File: config.mk
export PLATFORM = sky130hd
export DESIGN_NAME = lcd_bus_driver
export DESIGN_NICKNAME = d
export VERILOG_FILES = /design/src/rtl/lcd_pkg.sv /design/src/rtl/lcd_delay_cnt.sv /design/src/rtl/lcd_bus_driver.sv
export SDC_FILE = /design/constraint.sdc
export NUM_CORES = 1
export LEC_CHECK = 0
export BUFFER_PORTS_ARGS = -buffer_cell sky130_fd_sc_hd__buf_2
export CORE_MARGIN = 10
export CORE_UTILIZATION = 34
export DETAILED_ROUTE_END_ITERATION = 10
export HOLD_SLACK_MARGIN = 0.06
export PLACE_DENSITY = 0.59
export SLEW_MARGIN = 25
export SYNTH_ARGS = -nofsm -noshare
export SYNTH_HDL_FRONTEND = slang
export SYNTH_SLANG_ARGS = --single-unit
File: constraint.sdc
create_clock -name clk -period 6.8 [get_ports clk]
set_input_delay 0.68 -clock clk [delete_from_list [all_inputs] [get_ports clk]]
set_output_delay 0.68 -clock clk [all_outputs]
set_load 0.005 [all_outputs]
File: src/rtl/lcd_pkg.sv
// lcd_pkg: shared state encoding, command codes and default timing for the LCD bus driver
package lcd_pkg;
  typedef enum logic [2:0] {S_PWRUP, S_IDLE, S_SETUP, S_PULSE, S_WAIT, S_DONE} lcd_state_e;
  localparam int CNT_W = 20;
  localparam logic LCD_MODE_INIT = 1'b1;
  localparam logic LCD_MODE_REF = 1'b0;
  localparam logic [7:0] LCD_CMD_CLEAR = 8'h01;
  localparam logic [7:0] LCD_CMD_HOME = 8'h02;
  localparam int DEF_INIT_BYTES = 4;
  localparam int DEF_REF_BYTES = 16;
  localparam int DEF_SETUP_CYC = 2;
  localparam int DEF_E_HIGH_CYC = 12;
  localparam int DEF_CMD_WAIT_CYC = 2000;
  localparam int DEF_CLR_WAIT_CYC = 82000;
  localparam int DEF_PWR_WAIT_CYC = 750000;
endpackage

File: src/rtl/lcd_delay_cnt.sv
// lcd_delay_cnt: loadable down-counter that stops at zero; times every driver phase
module lcd_delay_cnt import lcd_pkg::*; #(
  parameter logic [CNT_W-1:0] RST_VAL = '0
) (
  input  logic             clk,
  input  logic             rst,
  input  logic             load,
  input  logic [CNT_W-1:0] load_val,
  output logic [CNT_W-1:0] value,
  output logic             zero
);
  assign zero = value == '0;
  always_ff @(posedge clk) begin
    if (!rst) value <= RST_VAL;
    else if (load) value <= load_val;
    else if (!zero) value <= value - 1'b1;
  end
endmodule

File: src/rtl/lcd_bus_driver.sv
// lcd_bus_driver: timed HD44780 byte-burst writer (E/RS/RW/DB); LCD_POWERON_WAIT_EN adds a power-on PWRUP delay
module lcd_bus_driver import lcd_pkg::*; #(
  parameter int INIT_BYTES   = DEF_INIT_BYTES,
  parameter int REF_BYTES    = DEF_REF_BYTES,
  parameter int SETUP_CYC    = DEF_SETUP_CYC,
  parameter int E_HIGH_CYC   = DEF_E_HIGH_CYC,
  parameter int CMD_WAIT_CYC = DEF_CMD_WAIT_CYC,
  parameter int CLR_WAIT_CYC = DEF_CLR_WAIT_CYC,
  parameter int PWR_WAIT_CYC = DEF_PWR_WAIT_CYC
) (
  input  logic       clk,
  input  logic       rst,
  input  logic       lcd_enable,
  input  logic       mode,
  input  logic       reg_sel,
  input  logic [7:0] data_in,
  output logic [3:0] data_idx,
  output logic       lcd_finish,
  output logic       busy,
  output logic       LCD_E,
  output logic       LCD_RS,
  output logic       LCD_RW,
  output logic [7:0] LCD_DB
);
  // SETUP spends one extra cycle capturing data_in; WAIT is one cycle short to keep the byte period
  localparam logic [CNT_W-1:0] SETUP_LD = CNT_W'(SETUP_CYC);
  localparam logic [CNT_W-1:0] PULSE_LD = CNT_W'(E_HIGH_CYC - 1);
  localparam logic [CNT_W-1:0] CMD_LD = CNT_W'(CMD_WAIT_CYC - 2);
  localparam logic [CNT_W-1:0] CLR_LD = CNT_W'(CLR_WAIT_CYC - 2);
  lcd_state_e state, next;
  logic mode_lat, rs_lat, load, zero, start, mode_sel, rs_sel, last, clr_cmd;
  logic [CNT_W-1:0] load_val, cnt;
`ifdef LCD_POWERON_WAIT_EN
  localparam lcd_state_e RST_STATE = S_PWRUP;
  localparam logic [CNT_W-1:0] RST_CNT = CNT_W'(PWR_WAIT_CYC - 1);
  localparam logic RST_BUSY = 1'b1;
  logic pend;
  assign start = lcd_enable | pend;
  assign mode_sel = pend ? mode_lat : mode;
  assign rs_sel = pend ? rs_lat : reg_sel;
`else
  localparam lcd_state_e RST_STATE = S_IDLE;
  localparam logic [CNT_W-1:0] RST_CNT = '0;
  localparam logic RST_BUSY = 1'b0;
  assign start = lcd_enable;
  assign mode_sel = mode;
  assign rs_sel = reg_sel;
`endif
  assign last = data_idx == 4'(mode_lat == LCD_MODE_INIT ? INIT_BYTES - 1 : REF_BYTES - 1);
  assign clr_cmd = !LCD_RS && (LCD_DB == LCD_CMD_CLEAR || LCD_DB == LCD_CMD_HOME);
  assign LCD_RW = 1'b0;
  lcd_delay_cnt #(.RST_VAL(RST_CNT)) u_cnt (
    .clk(clk), .rst(rst), .load(load), .load_val(load_val), .value(cnt), .zero(zero)
  );
  always_comb begin
    next = state;
    load = 1'b0;
    load_val = '0;
    case (state)
      S_PWRUP: next = zero ? S_IDLE : S_PWRUP;
      S_IDLE: if (start) begin next = S_SETUP; load = 1'b1; load_val = SETUP_LD; end
      S_SETUP: if (zero) begin next = S_PULSE; load = 1'b1; load_val = PULSE_LD; end
      S_PULSE: if (zero) begin next = S_WAIT; load = 1'b1; load_val = clr_cmd ? CLR_LD : CMD_LD; end
      S_WAIT: if (zero) begin next = last ? S_DONE : S_SETUP; load = !last; load_val = SETUP_LD; end
      S_DONE: next = S_IDLE;
      default: next = RST_STATE;
    endcase
  end
  always_ff @(posedge clk) begin
    if (!rst) begin
      state <= RST_STATE;
      mode_lat <= 1'b0;
      rs_lat <= 1'b0;
      data_idx <= '0;
      lcd_finish <= 1'b0;
      busy <= RST_BUSY;
      LCD_E <= 1'b0;
      LCD_RS <= 1'b0;
      LCD_DB <= '0;
`ifdef LCD_POWERON_WAIT_EN
      pend <= 1'b0;
`endif
    end else begin
      state <= next;
      LCD_E <= next == S_PULSE;
      lcd_finish <= state == S_DONE;
      if (state == S_IDLE && start) begin
        mode_lat <= mode_sel;
        rs_lat <= rs_sel;
        data_idx <= '0;
        busy <= 1'b1;
`ifdef LCD_POWERON_WAIT_EN
        pend <= 1'b0;
`endif
      end
      if (state == S_SETUP && cnt == SETUP_LD) begin
        LCD_DB <= data_in;
        LCD_RS <= rs_lat;
      end
      if (state == S_WAIT && zero && !last) data_idx <= data_idx + 4'd1;
      if (state == S_DONE) begin
        busy <= 1'b0;
        data_idx <= '0;
      end
`ifdef LCD_POWERON_WAIT_EN
      if (state == S_PWRUP && lcd_enable && !pend) begin
        pend <= 1'b1;
        mode_lat <= mode;
        rs_lat <= reg_sel;
      end
      if (state == S_PWRUP && zero) busy <= pend | lcd_enable;
`endif
    end
  end
endmodule

Word level (Yosys, flattened, before mapping)
Cells that the tools add are included.
{"block": "word_totals", "word_cells": 59, "input_bits": 13, "reg_bits": 41, "out_inout_bits": 17}
{"block": "classes", "n_eq_ne": 11, "muxes": 22, "reduce_logical": 13, "n_addsub": 2, "bitwise": 1}
{"op": "case mux 17 bit (4 select lines)", "n": 1}
{"op": "two-way mux 20 bit", "n": 2}
{"op": "two-way mux 17 bit", "n": 2}
{"op": "== test 20 x 2 -> 1 bit (second input constant)", "n": 1}
{"op": "logical NOT 20 bit", "n": 1}
{"op": "subtractor 20 x 1 -> 20 bit (second input constant)", "n": 1}
{"op": "two-way mux 4 bit", "n": 4}
{"op": "two-way mux 3 bit", "n": 5}
{"op": "case mux 3 bit (5 select lines)", "n": 1}
{"op": "== test 3 x 2 -> 1 bit (second input constant)", "n": 3}
{"op": "== test 8 x 1 -> 1 bit (second input constant)", "n": 1}
{"op": "== test 8 x 2 -> 1 bit (second input constant)", "n": 1}
{"op": "== test 3 bit (second input constant)", "n": 2}
{"op": "logical AND 1 bit", "n": 5}
{"op": "adder 4 x 1 -> 4 bit (second input constant)", "n": 1}
{"op": "== test 4 bit", "n": 1}
{"op": "two-way mux 1 bit", "n": 4}
{"op": "two-way mux 2 bit", "n": 2}
{"op": "OR reduction 2 bit", "n": 2}
{"op": "== test 3 x 1 -> 1 bit (second input constant)", "n": 1}
{"op": "logical NOT 3 bit", "n": 1}
{"op": "case mux 1 bit (3 select lines)", "n": 1}
{"op": "logical NOT 1 bit", "n": 2}
{"op": "!= test 2 bit (second input constant)", "n": 1}
{"op": "other kinds (3)", "n": 3}

Depth between registers and ports, before layout
{"block": "logic_depth", "word_depth": 7, "mapped_depth": 9, "depth_no_buf": 7}

Modules after synthesis
From an unflattened synthesis, not the netlist that was laid out.
{"block": "hier_totals", "cells_unflattened": 278, "hier_area_um2": 2304.7}
{"mod": "lcd_delay_cnt", "n_inst": 1, "seq_area_each_um2": 400.4, "area_per_inst_um2": 1171.1, "cells_each": 144}
{"mod": "lcd_bus_driver", "n_inst": 1, "seq_area_each_um2": 420.4, "area_per_inst_um2": 1133.6, "cells_each": 134}

Worst setup path before layout
Ideal clock, no wire load.
{"block": "synth_timing", "kind": "reg-to-reg", "from": "register u_cnt.value[4]", "to": "register LCD_DB[1]", "t_arrival_ps": 2111, "required_time_ps": 6672, "n_path_buf": 3, "setup_slack_ps": 4562, "period_less_slack_ps": 2238, "setup_time_ps": 128, "stages_incl_launch_ff": 9, "cell_sequence": "dfxtp_1 > or4_1 > buf_2 > or3_4 > buf_6 > nor4_4 > buf_6 > mux2i_1 > nor2_1"}
{"block": "synth_between", "elab_chain_cells": 2}
{"item": "from (decl)", "line": "lcd_delay_cnt.sv:9", "rtl": "output logic [CNT_W-1:0] value,"}
{"item": "from (signal assigned)", "line": "lcd_delay_cnt.sv:15", "rtl": "else if (load) value <= load_val;"}
{"item": "from (signal assigned)", "line": "lcd_delay_cnt.sv:16", "rtl": "else if (!zero) value <= value - 1'b1;"}
{"item": "== test 20 x 2 -> 1 bit", "line": "lcd_bus_driver.sv:96", "rtl": "if (state == S_SETUP && cnt == SETUP_LD) begin"}
{"item": "logical AND 1 bit", "line": "lcd_bus_driver.sv:96"}
{"item": "to (signal assigned)", "line": "lcd_bus_driver.sv:97", "rtl": "LCD_DB <= data_in;"}
{"item": "to (decl)", "line": "lcd_bus_driver.sv:23", "rtl": "output logic [7:0] LCD_DB"}
No other way between the ends.
A chain may end at the register's enable or synchronous reset.

Final worst setup path
{"block": "layout_timing", "from": "register u_cnt.value[4]", "to": "register LCD_RS"}
{"block": "layout_between", "elab_chain_cells": 2}
{"item": "== test 20 x 2 -> 1 bit", "line": "lcd_bus_driver.sv:96"}
{"item": "logical AND 1 bit", "line": "lcd_bus_driver.sv:96"}
{"item": "to (signal assigned)", "line": "lcd_bus_driver.sv:98", "rtl": "LCD_RS <= rs_lat;"}
{"item": "to (decl)", "line": "lcd_bus_driver.sv:21", "rtl": "output logic LCD_RS,"}
No other way between the ends.

==> summary.md <==
| Metric | Value |
|---|---|
| N_diodes | `0` |
| Via count | `1,801` |
| DR pass1 iterations | `4` |
| Maxcap violations | `0` |
| Syn Nets | `264` |
| Crit. End Element | `flop` |
| RSZ-0062 raised after global routing | `no` |
| CP top delay family | `simple AND/OR/NAND/NOR gates` |
| Hpwl dp | `3617 um` |
| Reg area | `820.8 sq um` |
| Total die area | `9751 sq um` |
| CP required | `6.97 ns` |
| Clock skew | `0.009582 ns` |
| Register area share after synthesis | `0.3893` |
| Worst Path Buf+Inv | `0` |
| Fin util | `0.3987` |
| CTS Buf Count | `5` |
| Final Cycle Share | `0.3922` |
| Netlist cell types | `46` |
| Max H-tree Level | `2` |
| Ranking of synthesized cells by area | `dfxtp_1 39%, nor2_1 6.1%, mux2i_1 5.7%` |
| Synth Flop Type | `dfxtp_1` |
| Sink Count | `41` |
| Hold WC Path Type | `flop to flop` |
| Drt first-iter violations | `88` |
| Asr flop ratio synth | `0` |
| Max-slew violation count | `0` |
| Critical path's largest stage delay | `0.68 ns` |
| CP Class | `flop to flop` |
| Critical path, cell by cell | `or4_1, or3_4, nor4_4, mux2i_1, nor2_1` |
| Global route overflow | `0` |
| Initial Util | `0.3540` |
| Hold-fix buffers, CTS | `0` |
| Sum Neg Setup Slack | `0 ns` |
| Resized Gates After CTS | `0` |
| WP data arrival | `2.84 ns` |
| CTS root buffer | `clkbuf_8` |
| CP max FO | `11` |
| Fmax | `0.3750 GHz` |
| Slew HR | `0.3634` |
| Antenna Nets Post-Route | `0` |
| Final setup fails | `0` |
| Post-route DRC violation count | `0` |
| Maximum number of pins on one net before global-route repair | `15` |
| Synthesized area | `2108 sq um` |
| Area occupied by multi-input gates | `1197 sq um` |
| IO Pins | `30` |
| RD Place Congestion | `0.8210` |
| CTS tree | `yes` |
| Cells after DPL | `337` |
| Critical Path Source Type | `flop` |
| Post-synth EDFFs | `0` |
| Minimum clock period | `2.667 ns` |
| Area grow syn2layout | `12.64%` |
| Avg Vias per Cell | `5.235` |
| Die X | `98.75 um` |
| Worst skew pair latency | `0.30 ns` |
| Final net count | `286` |
| First-pass GRT wire length | `8438 um` |
| Tot GR Track Use | `0.1024` |
| Pwr Total | `1.057 mW` |
| Row count | `28` |
| Drt total wl | `4861 um` |
| Synth Instances | `247` |
| Non-Filler Instances | `344` |
| VDD IR max | `168.2 uV` |
| Core Box Area | `5956 sq um` |
| Synth Warn # | `0` |
| Worst-Margin Slew | `0.9528 ns` |
| Port Buf Inserts | `28` |
| Share of layout cells above drive strength 1 | `0.1524` |
| Antenna violations before repair | `0` |
| Crit-path slowest cell | `or4_1` |
| Clock Pin Slew Worst Setup and Hold Paths | `0.08 ns` |
| Leakage | `0.9350 nW` |
| FF+latch count, synth | `41` |
| Post-CTS Setup Bufs | `0` |
| Fin. Hold Viols | `0` |
| Power Dens Cells | `445.0 nW/um^2` |
| Synth area leader | `dfxtp_1` |
| Syn Area/Cell | `8.536 sq um` |
| WL/cell | `14.13 um` |
| Vias in the first global route | `1,795` |
| Die Ht | `98.75 um` |
| CTS max path bufs | `2` |
| Status | `finished clean` |
| Layout fillers | `610` |
| Yosys top cell area share | `0.3893` |
metal layers:
layer,vias to the layer above,global-route usage,part of all wire
met3,9,0.03492,0.062
met5,-,0,0
li1,929,-,-
met4,0,0.04410,0.017
met2,46,0.1543,0.44
met1,817,0.1288,0.49
per-stage QoR:
| step | cell area [sq um] | setup slack (ns) | hold WS, ns |
|---|---|---|---|
| finish | 2375 | 4.133 | 0.4714 |
| global route | 2375 | 3.898 | 0.5031 |
| CTS | 2375 | 4.105 | 0.4758 |
| detailed placement | 2271 | 4.128 | 0.4568 |
| global placement | 2271 | 4.134 | 0.4486 |
| floorplan | 2108 | 4.562 | 0.4575 |
final timing paths:
path / cells after the start / startpoint / slack, ns / endpoint
setup / recovery: 5 / u_cnt.value[4]$_SDFFE_PN0P_ / 4.13 / LCD_RS$_SDFFE_PN0P_
setup reg to reg: 5 / u_cnt.value[4]$_SDFFE_PN0P_ / 4.13 / LCD_RS$_SDFFE_PN0P_
hold reg to reg: 2 / busy$_SDFFE_PP0P_ / 0.47 / busy$_SDFFE_PP0P_
hold / removal: 2 / busy$_SDFFE_PP0P_ / 0.47 / busy$_SDFFE_PP0P_
layout make-up:
type                       count  share of cell area
multi-input combinational    188              0.5042
sequential                    41              0.3456
timing repair buffer          28             0.05901
tap                           75             0.03952
clock buffer                   5             0.02898
clock inverter                 2             0.01475
inverter                       5            0.007903
flip-flops by register name (all words and copies together), names as in the netlist:
signal / count
LCD_DB: 8
LCD_E: 1
LCD_RS: 1
busy: 1
data_idx: 4
lcd_finish: 1
mode_lat: 1
rs_lat: 1
state: 3
u_cnt.value: 20
where the power goes:
group	switching [mW]	internal [mW]
sequential	0.0659	0.294
combinational	0.313	0.191
clock	0.0856	0.107
total	0.465	0.592
kinds of logic (layout without fill, tap and decap cells):
logic type / count (synthesis) / in the layout / share of synthesized area
mux: 12 / 12 / 0.05698
other cells: 1 / 1 / 0.001779
fa+ha+maj: 4 / 4 / 0.02374
flops: 41 / 41 / 0.3893
buf+inv: 18 / 40 / 0.04273
simple gates: 108 / 108 / 0.2742
compound gates: 48 / 48 / 0.1490
xor+xnor: 15 / 15 / 0.06231
synth_stat cells (3+ instances only):
| cell | instances |
|---|---|
| nand4_1 | 3 |
| clkbuf_1 | 7 |
| dfxtp_1 | 41 |
| a21oi_1 | 15 |
| xnor2_1 | 5 |
| nor4_1 | 6 |
| nor3_1 | 10 |
| nand3_1 | 9 |
| nor4b_1 | 3 |
| ha_1 | 4 |
| inv_1 | 5 |
| mux2i_1 | 12 |
| nor2_1 | 34 |
| a31oi_1 | 4 |
| o211ai_1 | 3 |
| xor2_1 | 10 |
| buf_2 | 3 |
| or3_1 | 3 |
| nand2_1 | 20 |
| or4_1 | 3 |
| o21ai_0 | 14 |
worst register-to-register path: cells and delay by family, from the launching register on:
family	cells	cell delay, ns
AND/OR/NAND/NOR	4	1.91
multiplexers	1	0.26
flip-flops	1	0.37
cell usage in the layout (no fill, tap or decap), drive strengths merged, types with 2 or more instances in the layout:
cell / n
a21oi: 15
a31oi: 4
buf: 28
clkbuf: 5
dfxtp: 41
ha: 4
inv: 5
mux2i: 12
nand2: 20
nand3: 9
nand3b: 2
nand4: 3
nor2: 34
nor2b: 2
nor3: 11
nor3b: 2
nor4: 7
nor4b: 3
o211ai: 3
o21a: 2
o21ai: 14
o31a: 2
o31ai: 2
o41ai: 2
or3: 4
or3b: 2
or4: 3
xnor2: 5
xor2: 10
No activity file was read; power rests on OpenSTA's default activity.
